==> src/rtl/pace_output_arbiter.sv <==
// Round-robin arbiter sharing one ventricular pacing output stage among N_CH VVI channels.
// Each grant drives a fixed-width pulse, then a recharge holdoff; starved requests are dropped.
module pace_output_arbiter #(
    parameter int N_CH            = 4,
    parameter int PULSE_CYCLES    = 8,
    parameter int RECHARGE_CYCLES = 32,
    parameter int MAX_WAIT        = 64,
    parameter int CW              = 7
) (
    input  logic                    clk,
    input  logic                    reset,
    input  logic [N_CH-1:0]         VPace_eI,
    output logic                    Pulse_eO,
    output logic [$clog2(N_CH)-1:0] PulseChan,
    output logic                    Recharge_eO,
    output logic [N_CH-1:0]         PaceDone_eO,
    output logic [N_CH-1:0]         Dropped_eO,
    output logic [N_CH-1:0]         Pending
);
    localparam int CHW = $clog2(N_CH);
    localparam logic [CW-1:0] PULSE_LAST = CW'(PULSE_CYCLES - 1);
    localparam logic [CW-1:0] RECH_LAST  = CW'(RECHARGE_CYCLES - 1);
    localparam logic [CW-1:0] WAIT_LAST  = CW'(MAX_WAIT - 1);

    typedef enum logic [1:0] {
        S_IDLE  = 2'd0,
        S_PULSE = 2'd1,
        S_RECH  = 2'd2
    } state_t;

    state_t          r_state;
    state_t          w_state_nxt;
    logic [CW-1:0]   r_cnt;
    logic [CW-1:0]   w_cnt_nxt;
    logic [CHW-1:0]  r_rr;
    logic [CHW-1:0]  r_chan;
    logic [CHW-1:0]  w_grant_idx;
    logic            w_found;
    logic            w_grant;
    logic [N_CH-1:0] w_grant_oh;
    logic [N_CH-1:0] r_pend;
    logic [N_CH-1:0] w_pend_nxt;
    logic [N_CH-1:0] r_drop;
    logic [N_CH-1:0] w_drop_nxt;
    logic [N_CH-1:0] r_done;
    logic [N_CH-1:0] w_done_nxt;
    logic            r_pulse;
    logic            r_rech;
    logic [CW-1:0]   r_wait     [N_CH];
    logic [CW-1:0]   w_wait_nxt [N_CH];

    // First pending channel at or above the rr pointer, wrapping.
    always_comb begin
        logic [CHW-1:0] v_idx;
        w_found     = 1'b0;
        w_grant_idx = '0;
        v_idx       = '0;
        for (int k = 0; k < N_CH; k++) begin
            v_idx = CHW'((int'(r_rr) + k) % N_CH);
            if (!w_found && r_pend[v_idx]) begin
                w_found     = 1'b1;
                w_grant_idx = v_idx;
            end
        end
    end

    assign w_grant = w_found && (r_state == S_IDLE);

    always_comb begin
        for (int i = 0; i < N_CH; i++) begin
            w_grant_oh[i] = w_grant && (w_grant_idx == CHW'(i));
        end
    end

    always_ff @(posedge clk) begin
        if (reset) begin
            r_state <= S_IDLE;
            r_cnt   <= '0;
        end else begin
            r_state <= w_state_nxt;
            r_cnt   <= w_cnt_nxt;
        end
    end

    always_comb begin
        w_state_nxt = r_state;
        w_cnt_nxt   = r_cnt;
        unique case (r_state)
            S_IDLE: begin
                if (w_found) begin
                    w_state_nxt = S_PULSE;
                    w_cnt_nxt   = '0;
                end
            end
            S_PULSE: begin
                if (r_cnt == PULSE_LAST) begin
                    w_state_nxt = S_RECH;
                    w_cnt_nxt   = '0;
                end else begin
                    w_cnt_nxt = r_cnt + CW'(1);
                end
            end
            S_RECH: begin
                if (r_cnt == RECH_LAST) begin
                    w_state_nxt = S_IDLE;
                    w_cnt_nxt   = '0;
                end else begin
                    w_cnt_nxt = r_cnt + CW'(1);
                end
            end
            default: begin
                w_state_nxt = S_IDLE;
                w_cnt_nxt   = '0;
            end
        endcase
    end

    always_comb begin
        w_done_nxt = '0;
        if (r_state == S_PULSE && w_state_nxt == S_RECH) begin
            w_done_nxt[r_chan] = 1'b1;
        end
    end

    always_ff @(posedge clk) begin
        if (reset) begin
            r_pulse <= 1'b0;
            r_rech  <= 1'b0;
            r_done  <= '0;
            r_chan  <= '0;
            r_rr    <= '0;
        end else begin
            r_pulse <= (w_state_nxt == S_PULSE);
            r_rech  <= (w_state_nxt == S_RECH);
            r_done  <= w_done_nxt;
            if (w_grant) begin
                r_chan <= w_grant_idx;
                r_rr   <= CHW'((int'(w_grant_idx) + 1) % N_CH);
            end
        end
    end

    // Grant beats drop; a fresh request arriving on the drop edge keeps the channel pending.
    always_comb begin
        w_pend_nxt = r_pend;
        w_drop_nxt = '0;
        for (int i = 0; i < N_CH; i++) begin
            w_wait_nxt[i] = r_wait[i];
            if (w_grant_oh[i]) begin
                w_pend_nxt[i] = VPace_eI[i];
                w_wait_nxt[i] = '0;
            end else if (r_pend[i]) begin
                if (r_wait[i] >= WAIT_LAST) begin
                    w_wait_nxt[i] = '0;
                    w_pend_nxt[i] = VPace_eI[i];
                    w_drop_nxt[i] = ~VPace_eI[i];
                end else begin
                    w_wait_nxt[i] = r_wait[i] + CW'(1);
                end
            end else if (VPace_eI[i]) begin
                w_pend_nxt[i] = 1'b1;
                w_wait_nxt[i] = '0;
            end
        end
    end

    always_ff @(posedge clk) begin
        if (reset) begin
            r_pend <= '0;
            r_drop <= '0;
            for (int i = 0; i < N_CH; i++) begin
                r_wait[i] <= '0;
            end
        end else begin
            r_pend <= w_pend_nxt;
            r_drop <= w_drop_nxt;
            for (int i = 0; i < N_CH; i++) begin
                r_wait[i] <= w_wait_nxt[i];
            end
        end
    end

    assign Pulse_eO    = r_pulse;
    assign PulseChan   = r_chan;
    assign Recharge_eO = r_rech;
    assign PaceDone_eO = r_done;
    assign Dropped_eO  = r_drop;
    assign Pending     = r_pend;

endmodule
==> config.mk <==
export PLATFORM = sky130hd
export DESIGN_NAME = pace_output_arbiter
export DESIGN_NICKNAME = d
export VERILOG_FILES = /design/src/rtl/pace_output_arbiter.sv
export SDC_FILE = /design/constraint.sdc
export NUM_CORES = 1
export LEC_CHECK = 0
export BUFFER_PORTS_ARGS = -buffer_cell sky130_fd_sc_hd__buf_2
export CORE_ASPECT_RATIO = 1.75
export CORE_MARGIN = 1.5
export CORE_UTILIZATION = 54
export CTS_CLUSTER_DIAMETER = 80
export DETAILED_ROUTE_END_ITERATION = 10
export HOLD_SLACK_MARGIN = 0.03
export PLACE_DENSITY_LB_ADDON = 0.08
export REMOVE_ABC_BUFFERS = 1
export SETUP_SLACK_MARGIN = 0.3
export SYNTH_ARGS = -nofsm -noshare
export SYNTH_HDL_FRONTEND = slang
export SYNTH_SLANG_ARGS = --single-unit
==> constraint.sdc <==
create_clock -name clk -period 2.1 [get_ports clk]
set_input_delay 0.105 -clock clk [delete_from_list [all_inputs] [get_ports clk]]
set_output_delay 0.105 -clock clk [all_outputs]
set_load 0.05 [all_outputs]
==> results.toml, run 1 <==
[run_status]
status = "finished, violations left"
violations = "design-rule violations"

[routing]
route.antenna.remaining_nets = 0
routed_wl_mm = 6.05
vias = 2426
avgViaCountPerCell = 5.95
drc_errors = 4
drtIter0Drc = 129
drt-pass1-iter-count = 7
wire_per_inst_um = 14.8

[worst_setup_path]
r2r-end = "Dropped_eO[2]$_SDFF_PP0_"
critPathCapture = "Dropped_eO[2]$_SDFF_PP0_"
cp.required_ps = 2330
cp-startpoint = "Pending[0]$_SDFF_PP0_"
arrival_ps = 2160
crit_fanout = 5
r2r_start = "Pending[0]$_SDFF_PP0_"
end_kind = "flop"
r2r_slack_ps = 170
reg2reg_depth = 6
crit_type = "reg2reg"
cp-start-kind = "flop"

[yosys]
synthCells = 312
async_flop_share_pct = 0
yosys-top-cells-area = "dfxtp_1 39%, ha_1 5.7%, a21oi_1 4.2%"
synth_flop_cell = "dfxtp_1"
yosysTopAreaCell = "dfxtp_1"
ys_warn_count = 0
synth_cell_types = 57
synth-edff-count = 0
synth_common_cells = "55 x dfxtp_1, 30 x nor2_1, 24 x a21oi_1, 23 x nand2_1, 18 x inv_1"
synth-seq-cells = 55
syn_avg_cell_area_um2 = 9.07
yosysMostFrequentCell = "dfxtp_1"
synth_top_area_share_pct = 38.9
syn_area_um2 = 2830
yosysSeqAreaShare_pct = 38.9

[power]
powerDensity_nw_per_um2 = 787
leakage_uw = 0.00134
power.internal_uw = 1810
p_clk_share_pct = 25.4
p_switching_uw = 896
seqPwrFrac_pct = 43.6
pwr-share-comb_pct = 31.0
swShare_pct = 33.1
irDropWorstVdd_mv = 0.584

[grt]
grt_pass1_wl_mm = 10.2
grt_usage_pct = 22.2
grt_max_degree = 25
antenna_found_initial = 0
grt_pass1_vias = 2360
gr-total-overflow = 0

[placed_design]
gp_congestion = 0.828
dp_slack_ps = 30.1
place_inst = 387
dp_hpwl_mm = 4.11
portBuffers = 21

[floorplanning]
rows = 34
die_w_um = 57.7
chipHeight_um = 98.8
core_area_um2 = 5020
initial_core_util_pct = 56.4
ios = 22
dieArea_um2 = 5700

[clocking]
cts.sinks = 55
clockBufferDepth = 2
htreeDepth = 2
cts_tree = "done"
clk_pin_slew_ps = 100
cts_root_buf = "clkbuf_8"
numCtsBuffers = 5
clock_latency_ps = 310

[timing]
worstMarginPinSlew_ps = 497
setup_slack_ps = 173
finalCritPeriodShare_pct = 91.8
period_minus_slack_ps = 1930
holdWs_ps = 255
fmax_mhz = 519
skew_ps = 5.47
timing.slew.headroom_pct = 66.9
setup_viol = 0
rsz0062_at_grt = "yes"
finalHoldViolCount = 0
finalMaxSlewViolations = 0

[finish]
syn_to_final_growth_pct = 21.5
nNetsFinal = 373
drive_gt1_share_pct = 29.1
nFillCells = 442
final_cells = 408
n_antenna_cell = 0

[min_path]
hold_class = "in2reg"
hold_start = "reset"

[job]
drv_cap = 0
==> power by group through the flow <==
stage	Clock [uW]	Sequential (uW)	Combinational [uW]
global placement	0	1180	639
detailed placement	0	1190	648
finish	688	1180	838
floorplan	0	1270	360
CTS	710	1170	784
global route	746	1190	915
==> registers in the layout (all words and copies together) (netlist names) <==
name	cells
r_cnt	7
r_wait	28
Pulse_eO	1
PulseChan	2
r_state	2
Recharge_eO	1
r_rr	2
PaceDone_eO	4
Pending	4
Dropped_eO	4
==> cell usage in the layout (no fill, tap or decap), types with 5 or more instances in the layout <==
master	n
dfxtp_1	50
nor2_1	29
a21oi_1	22
nand2_1	22
buf_2	21
inv_1	17
buf_4	17
nand3_1	11
ha_1	9
a31oi_1	8
nand2b_1	6
nand4_1	6
a21o_1	5
and3_1	5
o21ai_0	5
nor3_1	5
clkbuf_8	5
==> area by class of cell <==
type	instances	area (um2)	share of cell area [%]
clock buffer	5	68.8	2.00
clock inverter	2	37.5	1.09
inverter	18	67.6	1.97
multi-input combinational	228	1760	51.2
sequential	55	1110	32.3
tap	54	67.6	1.97
timing repair buffer	46	327	9.50
==> through the flow <==
stage	cell area (um2)	util (%)	total power, uW	TNS, ps
finish	3440	68.5	2710	0
global placement	3020	60.2	1820	0
CTS	3330	66.3	2670	0
detailed placement	3020	60.2	1840	0
floorplan	2740	-	1630	-6270
global route	3440	68.5	2850	0
==> what timing repair did <==
action / 4_1_cts / 5_1_grt
pin swaps: 5 / 5
endpoints found under the setup margin: 43 / 46
buffers inserted: 7 / 1
cloned: 2 / 0
gates resized for setup: 25 / 20
hold endpoints to repair: 4 / 0
hold buffers: 4 / 0
==> cell families (layout without fill, tap and decap cells) <==
group / count (synthesis) / after routing / synth area share (%)
buffers and inverters: 31 / 71 / 5.48
adders and majority gates: 13 / 13 / 5.75
DFF: 55 / 55 / 38.9
xor gates and xnor gates: 2 / 2 / 0.619
muxes: 4 / 4 / 1.46
AOI/OAI and AO/OA: 92 / 94 / 24.1
and+or+nand+nor: 115 / 115 / 23.7
==> worst max-delay path: stages (launching register included) <==
cell	delay (ps)
dfxtp_2	340
nor2b_4	130
o21a_1	200
or4_4	530
ha_2	230
a21o_4	240
nor4_4	190
==> layer usage <==
layer	GRT usage, %	vias up	share of wire (%)	wire, um
li1	-	1227	-	-
met1	23.3	1153	41	2450
met5	0	-	0	0
met3	2.62	12	2.3	137
met2	42.1	34	55	3320
met4	9.66	0	2.4	143
==> worst min path at each step <==
| stage | cells past startpoint | slack [ps] | end |
|---|---|---|---|
| after global placement | 2 | 330 | Dropped_eO[0]$_SDFF_PP0_ |
| after CTS | 2 | 240 | Pending[1]$_SDFF_PP0_ |
| final | 2 | 250 | Pending[1]$_SDFF_PP0_ |
| after floorplan | 1 | 170 | r_cnt[0]$_SDFFE_PP0P_ |
| after global routing | 2 | 270 | r_cnt[1]$_SDFFE_PP0P_ |
| after detailed placement | 2 | 330 | Dropped_eO[0]$_SDFF_PP0_ |
No activity file was read; power rests on OpenSTA's default activity.
==> run 2: changes to the inputs <==
Settings changed: ABC_CLOCK_PERIOD_IN_PS set to 2100, GPL_TIMING_DRIVEN set to 0.
==> run 2 against run 1 <==
Effect of this change:
- the flow still finishes with violations (design-rule violations)
- final area increased by 1.2%
- sequential power about the same
- global-route usage increased by 0.77 points
- die area unchanged
- critical endpoint is now r_wait[2][4]$_SDFFE_PP0P_
==> results.toml, run 2 (synthesis results as in run 1) <==
[finish]
drive_gt1_share_pct = 30.3
regArea_um2 = 1120
multi_input_area_um2 = 1820
regMostFlops = "r_wait"
layout_common_cells = "48 x dfxtp_1, 29 x nor2_1, 23 x nand2_1"
nNetsFinal = 375
top_regs = "r_wait x28, r_cnt x7"
post-route-util_pct = 69.3
layout_commonest_cell = "dfxtp_1"
largest_register_ffs = 28
n_antenna_cell = 0
syn_to_final_growth_pct = 23.0
design_area_um2 = 3480
nFillCells = 411

[worst_setup_path]
crit_chain = "nor2b_4, o21a_1, or4_4, ha_4, a21o_4, a311oi_2"
r2r_slack_ps = 170
critPathSlowestCell = "or4_4"
cp.required_ps = 2330
slowest_delay_ps = 540
crit_type = "reg2reg"
cp-start-kind = "flop"
arrival_ps = 2150
crit_fanout = 5
end_kind = "flop"

[placed_design]
gp_congestion = 0.794
dp_hpwl_mm = 3.96
portBuffers = 21
dp_slack_ps = -306
place_area_um2 = 2910

[grt]
grt_max_degree = 27
grt_pass1_wl_mm = 10.5
grt_pass1_vias = 2355
antenna_found_initial = 0
gr-total-overflow = 0
grt_usage_pct = 22.9

[power]
leakage_uw = 0.00135
irDropWorstVdd_mv = 0.471
powerDensity_nw_per_um2 = 764

[timing]
period_minus_slack_ps = 1930
rsz0062_at_grt = "yes"
finalCritPeriodShare_pct = 91.7
finalHoldViolCount = 0
finalMaxSlewViolations = 0
worstMarginPinSlew_ps = 593
timing.slew.headroom_pct = 60.5
setup_viol = 0
fmax_mhz = 519
skew_ps = 6.23
setup_slack_ps = 174

[clocking]
clk_pin_slew_ps = 100
clockBufferDepth = 2
clock_latency_ps = 300
htreeDepth = 2
cts_root_buf = "clkbuf_8"
cts.sinks = 55
numCtsBuffers = 5
cts_tree = "done"

[routing]
vias = 2486
avgViaCountPerCell = 6.05
drtIter0Drc = 127
route.antenna.remaining_nets = 0
drc_errors = 4
wire_per_inst_um = 15.6
drt-pass1-iter-count = 7
routed_wl_mm = 6.42

[floorplanning]
die_w_um = 57.7
ios = 22
core_area_um2 = 5020
rows = 34
initial_core_util_pct = 56.4
chipHeight_um = 98.8
dieArea_um2 = 5700

[run_status]
status = "finished, violations left"
violations = "design-rule violations"

[min_path]
hold_class = "in2reg"

[job]
drv_cap = 0
## run 2: worst max-delay path: cells and delay by family (launching register included)
kind / cells / cell delay (ps)
adder cells (fa/ha/maj): 1 / 190
AO/OA/AOI/OAI: 3 / 620
flip-flops: 1 / 360
AND/OR/NAND/NOR: 2 / 670
## run 2: area by class of cell
class,count,area share [%]
multi-input cells,230,52.3
flip-flops and latches,55,32.2
repair buffers,46,9.17
clock buffers,6,2.09
inverters,18,1.94
well taps,54,1.94
clock inverters,2,0.360
## run 2: worst paths after layout
kind,startpoint,end,cells past startpoint
worst max-delay path,Pending[0]$_SDFF_PP0_,r_wait[2][4]$_SDFFE_PP0P_,6
worst min-delay path,reset,Pending[1]$_SDFF_PP0_,2
worst min register to register,r_wait[1][6]$_SDFFE_PP0P_,r_wait[1][6]$_SDFFE_PP0P_,2
worst max register to register,Pending[0]$_SDFF_PP0_,r_wait[2][4]$_SDFFE_PP0P_,6
## run 2: stage by stage
stage / cells / total power (uW) / hold slack [ps] / setup TNS, ps
2_1_floorplan: 299 / 1630 / 174 / -6270
3_3_place_gp: 374 / 1760 / 330 / -2620
3_5_place_dp: 374 / 1770 / 337 / -3100
4_1_cts: 400 / 2570 / 35.5 / 0
5_1_grt: 411 / 2800 / 312 / 0
6_report: 411 / 2660 / 288 / 0
## run 2: layer usage
layer	up-vias	track usage, %	part of all wire, %
met4	0	8.77	1.4
met5	-	0	0
met3	9	2.62	2.3
met1	1190	24.7	40
li1	1239	-	-
met2	48	43.7	56
## run 2: timing repair
item	in CTS	in global routing
gates resized for setup	37	18
setup buffers	11	10
endpoints found under the setup margin	43	46
hold endpoints to repair	3	1
hold buffers	3	1
cloned	4	0
pin swaps	13	7
## run 2: power by group
| group | total (uW) | internal (uW) | switching (uW) |
|---|---|---|---|
| Sequential | 1180 | 1110 | 78.5 |
| Clock | 571 | 234 | 337 |
| Combinational | 904 | 388 | 515 |
| Total | 2660 | 1730 | 931 |
==> run 3: changes to the inputs <==
Settings changed: REMOVE_ABC_BUFFERS 1 to unset.
==> run 3 against run 2 <==
Effect of this change:
- the run still ends with design-rule violations left
- clock skew is 0.69 ps higher
- core utilization is 0.60 points lower
- sequential share of layout area is 0.24 points higher
- register-to-register slack worse by 60 ps
- worst hold slack worse by 100 ps
- routed wire length is 5.8% lower
- combinational power shrank 16%
- final area is 0.86% lower
- highest routed layer unchanged
==> results.toml, run 3 (synthesis results as in run 1) <==
[run_status]
status = "finished, violations left"
violations = "design-rule violations"

[routing]
wire_per_inst_um = 14.6
drtIter0Drc = 61
vias = 2450
avgViaCountPerCell = 5.92
routed_wl_mm = 6.05
drt-pass1-iter-count = 7
route.antenna.remaining_nets = 0
drc_errors = 4

[floorplanning]
dieArea_um2 = 5700
die_w_um = 57.7
rows = 34
ios = 22
core_area_um2 = 5020
initial_core_util_pct = 56.4
chipHeight_um = 98.8

[finish]
multi_input_area_um2 = 1700
regMostFlops = "r_wait"
post-route-util_pct = 68.7
nFillCells = 401
design_area_um2 = 3450
n_antenna_cell = 0
largest_register_ffs = 28
top_regs = "r_wait x28, r_cnt x7"
regArea_um2 = 1120
layout_common_cells = "49 x dfxtp_1, 29 x nor2_1, 23 x a21oi_1, 23 x nand2_1, 22 x buf_2"
drive_gt1_share_pct = 27.2
syn_to_final_growth_pct = 21.9
nNetsFinal = 378
layout_commonest_cell = "dfxtp_1"

[power]
powerDensity_nw_per_um2 = 799
irDropWorstVdd_mv = 0.558
leakage_uw = 0.00135

[placed_design]
dp_hpwl_mm = 4.10
dp_slack_ps = 41.1
gp_congestion = 0.852
portBuffers = 21
place_area_um2 = 3020

[worst_setup_path]
slowest_delay_ps = 520
arrival_ps = 2210
r2r_start = "Pending[0]$_SDFF_PP0_"
end_kind = "flop"
critPathSlowestCell = "or4_4"
cp.required_ps = 2330
crit_chain = "nor2b_4, o21a_1, or4_4, ha_2, a21o_1, buf_6, nor4_4"
crit_fanout = 9
cp-start-kind = "flop"
cp-startpoint = "Pending[0]$_SDFF_PP0_"
crit_type = "reg2reg"

[timing]
setup_viol = 0
period_minus_slack_ps = 1980
setup_slack_ps = 116
finalMaxSlewViolations = 0
finalHoldViolCount = 0
worstMarginPinSlew_ps = 619
rsz0062_at_grt = "yes"
finalCritPeriodShare_pct = 94.5
skew_ps = 6.92
fmax_mhz = 504
timing.slew.headroom_pct = 58.4
finalSetupTns_ps = 0

[grt]
grt_pass1_vias = 2324
grt_pass1_wl_mm = 9.83
grt_usage_pct = 21.3
antenna_found_initial = 0
gr-total-overflow = 0
grt_max_degree = 17

[clocking]
clk_pin_slew_ps = 90
htreeDepth = 2
cts.sinks = 55
cts_tree = "done"
clock_latency_ps = 310
numCtsBuffers = 5
cts_root_buf = "clkbuf_8"
clockBufferDepth = 2

[yosys]
synth.net_count = 331

[min_path]
hold_class = "in2reg"
hold_start = "reset"

[job]
drv_cap = 0
## run 3: worst max-delay path, delay by kind of cell (launching register included)
family	cells	cell delay (ps)
AOI/OAI and AO/OA	2	350
adders and majority gates	1	210
buffers and inverters	1	140
DFF	1	370
and+or+nand+nor	3	830
## run 3: layout make-up
type                    count  share of cell area, %
clock inverters             2                   1.74
flip-flops and latches     55                   32.4
plain buffers              13                   2.72
well taps                  54                   1.96
repair buffers             40                   7.69
multi-input cells         226                   49.4
clock buffers               6                   2.10
inverters                  18                   1.96
## run 3: final timing paths
| check | to | slack, ps | cells past startpoint |
|---|---|---|---|
| setup reg to reg | Dropped_eO[0]$_SDFF_PP0_ | 120 | 7 |
| setup / recovery | Dropped_eO[0]$_SDFF_PP0_ | 120 | 7 |
| hold reg to reg | r_wait[1][6]$_SDFFE_PP0P_ | 450 | 2 |
| hold / removal | r_state[0]$_SDFF_PP0_ | 190 | 3 |
## run 3: per-layer routing
| layer | vias up | part of all wire (%) | track usage, % |
|---|---|---|---|
| met2 | 30 | 57 | 39.5 |
| met3 | 14 | 2.0 | 2.89 |
| li1 | 1242 | - | - |
| met4 | 0 | 2.2 | 9.66 |
| met5 | - | 0 | 0 |
| met1 | 1164 | 39 | 22.8 |
## run 3: power by group
part	internal, uW	leakage (uW)	switching [uW]
Sequential	1100	0.000449	78.6
Clock	476	0.0000654	334
Combinational	312	0.000833	452
## run 3: timing repair
action / in CTS / in global routing
pin swaps: 4 / 4
gates resized for setup: 13 / 24
hold endpoints to repair: 4 / 0
cloned: 1 / 1
endpoints found under the setup margin: 40 / 49
hold buffers: 4 / 0
buffers inserted: 9 / 4
## run 3: stage by stage
step,total power (uW),hold WS [ps],instances
after floorplan,1690,176,312
final,2760,186,414
after global placement,1820,340,387
after detailed placement,1830,336,387
after global routing,2920,197,414
after CTS,2720,197,409
